<file path="src/rtl/rv_pkg.sv">
// Shared register-file types and constants for the RISC-V core slice.
// Index helpers live here so x0 handling is identical everywhere.
package rv_pkg;

  localparam int XLEN   = 32;
  localparam int NREG   = 32;
  localparam int REG_AW = $clog2(NREG);

  typedef logic [REG_AW-1:0] reg_idx_t;
  typedef logic [XLEN-1:0]   word_t;

  // x0 is hardwired: never written, never pending, always reads zero.
  function automatic logic isNonZero(input reg_idx_t idx);
    return idx != '0;
  endfunction

endpackage

</file>
<file path="src/rtl/rf_scoreboard.sv">
// Per-register pending scoreboard: tracks outstanding multi-cycle producers
// and raises Stall when a consumed source operand is still pending.
module rf_scoreboard
  import rv_pkg::*;
(
  input  logic     clk,
  input  logic     rst,
  input  logic     Wr_En,
  input  reg_idx_t Rd_Addr,
  input  logic     Issue_En,
  input  reg_idx_t Issue_Rd,
  input  reg_idx_t Rs1_Addr,
  input  logic     Rs1_Use,
  input  logic     Fwd1,
  input  reg_idx_t Rs2_Addr,
  input  logic     Rs2_Use,
  input  logic     Fwd2,
  output logic     Stall
);

  logic [NREG-1:0] r_pend;
  logic [NREG-1:0] w_pendNext;
  logic            w_busy1;
  logic            w_busy2;

  // Set is applied after clear so a newer producer on the same index stays outstanding.
  always_comb begin
    w_pendNext = r_pend;
    if (Wr_En && isNonZero(Rd_Addr)) w_pendNext[Rd_Addr] = 1'b0;
    if (Issue_En && isNonZero(Issue_Rd)) w_pendNext[Issue_Rd] = 1'b1;
  end

  always_ff @(posedge clk) begin
    if (rst) r_pend <= '0;
    else     r_pend <= w_pendNext;
  end

  // A same-cycle forwarded write satisfies the operand, so it is not busy.
  assign w_busy1 = r_pend[Rs1_Addr] & isNonZero(Rs1_Addr) & ~Fwd1;
  assign w_busy2 = r_pend[Rs2_Addr] & isNonZero(Rs2_Addr) & ~Fwd2;
  assign Stall   = (Rs1_Use & w_busy1) | (Rs2_Use & w_busy2);

endmodule

</file>
<file path="src/rtl/reg_file_wb.sv">
// Integer register file at the writeback end of the core, with pending scoreboard.
// Optional macro WB_BYPASS_EN enables same-cycle write-through forwarding to both read ports.
module reg_file_wb
  import rv_pkg::*;
(
  input  logic     clk,
  input  logic     rst,
  input  word_t    WData,
  input  logic     Wr_En,
  input  reg_idx_t Rd_Addr,
  input  logic     Issue_En,
  input  reg_idx_t Issue_Rd,
  input  reg_idx_t Rs1_Addr,
  input  logic     Rs1_Use,
  input  reg_idx_t Rs2_Addr,
  input  logic     Rs2_Use,
  output word_t    Rs1_Data,
  output word_t    Rs2_Data,
  output logic     Stall
);

  word_t r_regs [NREG];
  word_t w_rf1;
  word_t w_rf2;
  logic  w_fwd1;
  logic  w_fwd2;

  always_ff @(posedge clk) begin
    if (rst) begin
      for (int i = 0; i < NREG; i++) r_regs[i] <= '0;
    end else if (Wr_En && isNonZero(Rd_Addr)) begin
      r_regs[Rd_Addr] <= WData;
    end
  end

  assign w_rf1 = isNonZero(Rs1_Addr) ? r_regs[Rs1_Addr] : '0;
  assign w_rf2 = isNonZero(Rs2_Addr) ? r_regs[Rs2_Addr] : '0;

`ifdef WB_BYPASS_EN
  assign w_fwd1   = Wr_En && isNonZero(Rd_Addr) && (Rd_Addr == Rs1_Addr);
  assign w_fwd2   = Wr_En && isNonZero(Rd_Addr) && (Rd_Addr == Rs2_Addr);
  assign Rs1_Data = w_fwd1 ? WData : w_rf1;
  assign Rs2_Data = w_fwd2 ? WData : w_rf2;
`else
  // Without forwarding the operand stays busy until the committing edge.
  assign w_fwd1   = 1'b0;
  assign w_fwd2   = 1'b0;
  assign Rs1_Data = w_rf1;
  assign Rs2_Data = w_rf2;
`endif

  rf_scoreboard u_scoreboard (
    .clk      (clk),
    .rst      (rst),
    .Wr_En    (Wr_En),
    .Rd_Addr  (Rd_Addr),
    .Issue_En (Issue_En),
    .Issue_Rd (Issue_Rd),
    .Rs1_Addr (Rs1_Addr),
    .Rs1_Use  (Rs1_Use),
    .Fwd1     (w_fwd1),
    .Rs2_Addr (Rs2_Addr),
    .Rs2_Use  (Rs2_Use),
    .Fwd2     (w_fwd2),
    .Stall    (Stall)
  );

endmodule
</file>
<file path="config.mk">
export PLATFORM = sky130hd
export DESIGN_NAME = reg_file_wb
export DESIGN_NICKNAME = d
export VERILOG_FILES = /design/src/rtl/rv_pkg.sv /design/src/rtl/rf_scoreboard.sv /design/src/rtl/reg_file_wb.sv
export SDC_FILE = /design/constraint.sdc
export NUM_CORES = 2
export LEC_CHECK = 0
export CORE_ASPECT_RATIO = 0.9
export CORE_MARGIN = 10
export CORE_UTILIZATION = 25
export CTS_CLUSTER_SIZE = 28
export DETAILED_ROUTE_END_ITERATION = 6
export PLACE_DENSITY = 0.48
export SLEW_MARGIN = 20
export SYNTH_ARGS = -nofsm -noshare
export SYNTH_HDL_FRONTEND = slang
export SYNTH_SLANG_ARGS = --single-unit
</file>
<file path="constraint.sdc">
create_clock -name clk -period 6.9 [get_ports clk]
set_input_delay 1.38 -clock clk [delete_from_list [all_inputs] [get_ports clk]]
set_output_delay 1.38 -clock clk [all_outputs]
set_load 0.02 [all_outputs]
</file>
==> results.md <==
- Fin nets: 3,566
- Clock root cell: clkbuf_16
- Clock Skews: 0 ns
- FF-to-FF setup slack: 6.12 ns
- Post-CTS Setup Inserts: 0
- Maximum VDD drop: 0.216 mV
- H-tree depth: 3
- RSZ-0062 raised after global routing: no
- Commonest non-fill, non-tap cell in the layout: edfxtp_1
- Status: finished, final reports clean
- Clk pin slew, worst setup/hold paths: 0.06 ns
- Area grow syn2layout: 15.3%
- Share of layout cells above drive strength 1: 0.287
- PD cells: about 240 nW/um^2
- Yosys top cell area share: 0.549
- Placed cells: 6,386
- Remaining antenna violation count: 0
- Cells after Synth: 3,479
- # resized after CTS: 0
- Max clock buf depth: 3
- Final Max Tran Viols: 0
- Vias in the first global route: 33,300
- CP Class: input pin to output pin
- Most frequent cells in the layout: 1,024 x edfxtp_1, 992 x and2_1, 657 x mux4_2
- Cell row count: 164
- Port buffer count: between 100 and 150
- Die Area: ~240,000 sq um
- Worst-Margin Slew: 1.17 ns
- Fin crit period: 5.80 ns
- Global-route wire length before repair: 280 mm
- I/O pins: 123
- Placed Area: around 60,000 sq um
- Worst Setup Start Kind: input pin
- Final core occ: 0.290
- Total grt overflow: 0
- Critical path endpoint category: output pin
- Max Cap Viol: 0
- Layout filler cell count: 22,100
- Synthesized area: 56,000 sq um
- CTS tree: built
- Initial Utilization: 0.252
- Overall Power: 15.7 mW
- WL per Instance: 30.8 um
- Tcrit/Tclk final: 0.840
- Fin area: approximately 65,000 sq um
- Placer Congestion: ~0.8
- Final Routed Wirelength: 203 mm
- Total GRT Usage: 0.162
- Hold Vio Cnt, Final: 0
- Netlist cell types: 39
- Clock sink total: 1,056
- Core Region: about 220,000 sq um
- Largest net degree at the start of global routing: 70
- Worst hold path class: register to register
- Reg area: around 31,000 sq um
- PnR worst setup slack: 1.10 ns
- Placement Setup Slack: 1.13 ns
- Post-CTS Hold Buffers: 0
- Worst-path maximum fanout: 48
- DRC errors left: 0
- Most area-hungry cell type in the Yosys netlist: edfxtp_1
- TritonCTS buffer count: 108
- Multi-input gate area: 23,100 sq um
- Post-detail-place hpwl: approximately 120 mm
- Vias: around 33,000
- Initial DRT Pass Iterations: 7
- Die Y-Extent: 469 um
- Worst Path Required: between 5 and 6 ns
- Finished Layout Cells: approximately 6,600
- Pleak: 21.2 nW
- Setup TNS Final: 0 ns
- YS warnings: 0
- Data arrival time of the critical path: 4.42 ns
- Rel. slew slack: 0.219
- Synth area leaders: edfxtp_1 55%, mux4_2 26%, and2_1 11%, clkbuf_1 1.7%, dfxtp_1 1.1%
- Max Clock Freq: 0.172 GHz
- #FFs+latches synth: approximately 1,100
- Initial drt markers: 4,497
- Worst-skew pair later-pin latency: 0.72 ns
- Seq/Total Area, Yosys: 0.561
- DR vias/cell: 5.00
- Initial antenna violation count: 42
- WHS: 0.485 ns
- Die width: 519 um
- Syn avg cell area: 16.1 sq um
- Final count of negative-setup-slack endpoints: 0
[report_power, final]
part | leakage [nW] | total (mW) | switching, mW | internal (mW)
registers | 10.0 | 7.56 | 0.171 | 7.39
logic | 9.48 | 2.11 | 1.19 | 0.922
clock network | 1.71 | 6.03 | 2.67 | 3.36
[worst paths after layout]
check	startpoint	endpoint	depth (start not counted)
max reg2reg	u_scoreboard.r_pend[1]	u_scoreboard.r_pend[1]	2
min reg2reg	u_scoreboard.r_pend[9]	u_scoreboard.r_pend[9]	2
min	u_scoreboard.r_pend[9]	u_scoreboard.r_pend[9]	2
max	Rs2_Addr[1]	Rs2_Data[20]	7
[cell usage after synthesis (all sizes together)]
library cell,n
edfxtp,1024
and2,992
mux4,657
clkbuf,260
buf,103
nand2,90
inv,86
o21ai,78
nor2,42
dfxtp,32
a21o,19
o22ai,16
clkinv,11
nor2b,10
nand2b,9
nand3,7
o21bai,7
nor3,5
a31o,3
mux2i,3
nand4b,3
nor3b,3
or2,3
a2bb2o,2
nand3b,2
nand4,2
nor4,2
or3,2
a21oi,1
a32oi,1
conb,1
mux2,1
nor4b,1
o22a,1
[worst max-delay path, cell delays in order]
cell,delay [ns]
buf_8,0.41
buf_4,0.56
mux4_2,0.39
mux4_2,0.49
nand2_1,0.26
o21ai_1,0.21
clkdlybuf4s50_1,0.60
[cells by family (layout without fill, tap and decap cells)]
family                 count (synthesis)  count (layout)  share of synthesized area
and+or+nand+nor                     1173            1173                      0.125
AOI/OAI and AO/OA                    128             128                     0.0135
buffers and inverters                460             550                     0.0353
DFF                                 1056            1056                      0.561
other                                  1              39                  0.0000670
muxes                                661             661                      0.265
[layer usage]
| metal | share of wire | vias up | track usage |
|---|---|---|---|
| met5 | 0.00013 | - | 0 |
| met4 | 0.026 | 4 | 0.0394 |
| met3 | 0.075 | 252 | 0.0270 |
| met2 | 0.46 | 1538 | 0.257 |
| met1 | 0.43 | 17800 | 0.230 |
| li1 | - | 13400 | - |
[state kept, by name, summed over array words and instances (netlist names)]
name                 count
r_regs                1024
u_scoreboard.r_pend     32
[area by class of cell]
cell class / instances / area share
flip-flops and latches: 1056 / 0.486
multi-input cells: 1994 / 0.358
well taps: 2988 / 0.0579
clock buffers: 144 / 0.0460
repair buffers: 251 / 0.0377
clock inverters: 58 / 0.00824
inverters: 97 / 0.00564
diodes: 7 / 0.000271
Power figures use the tool's default switching activity.
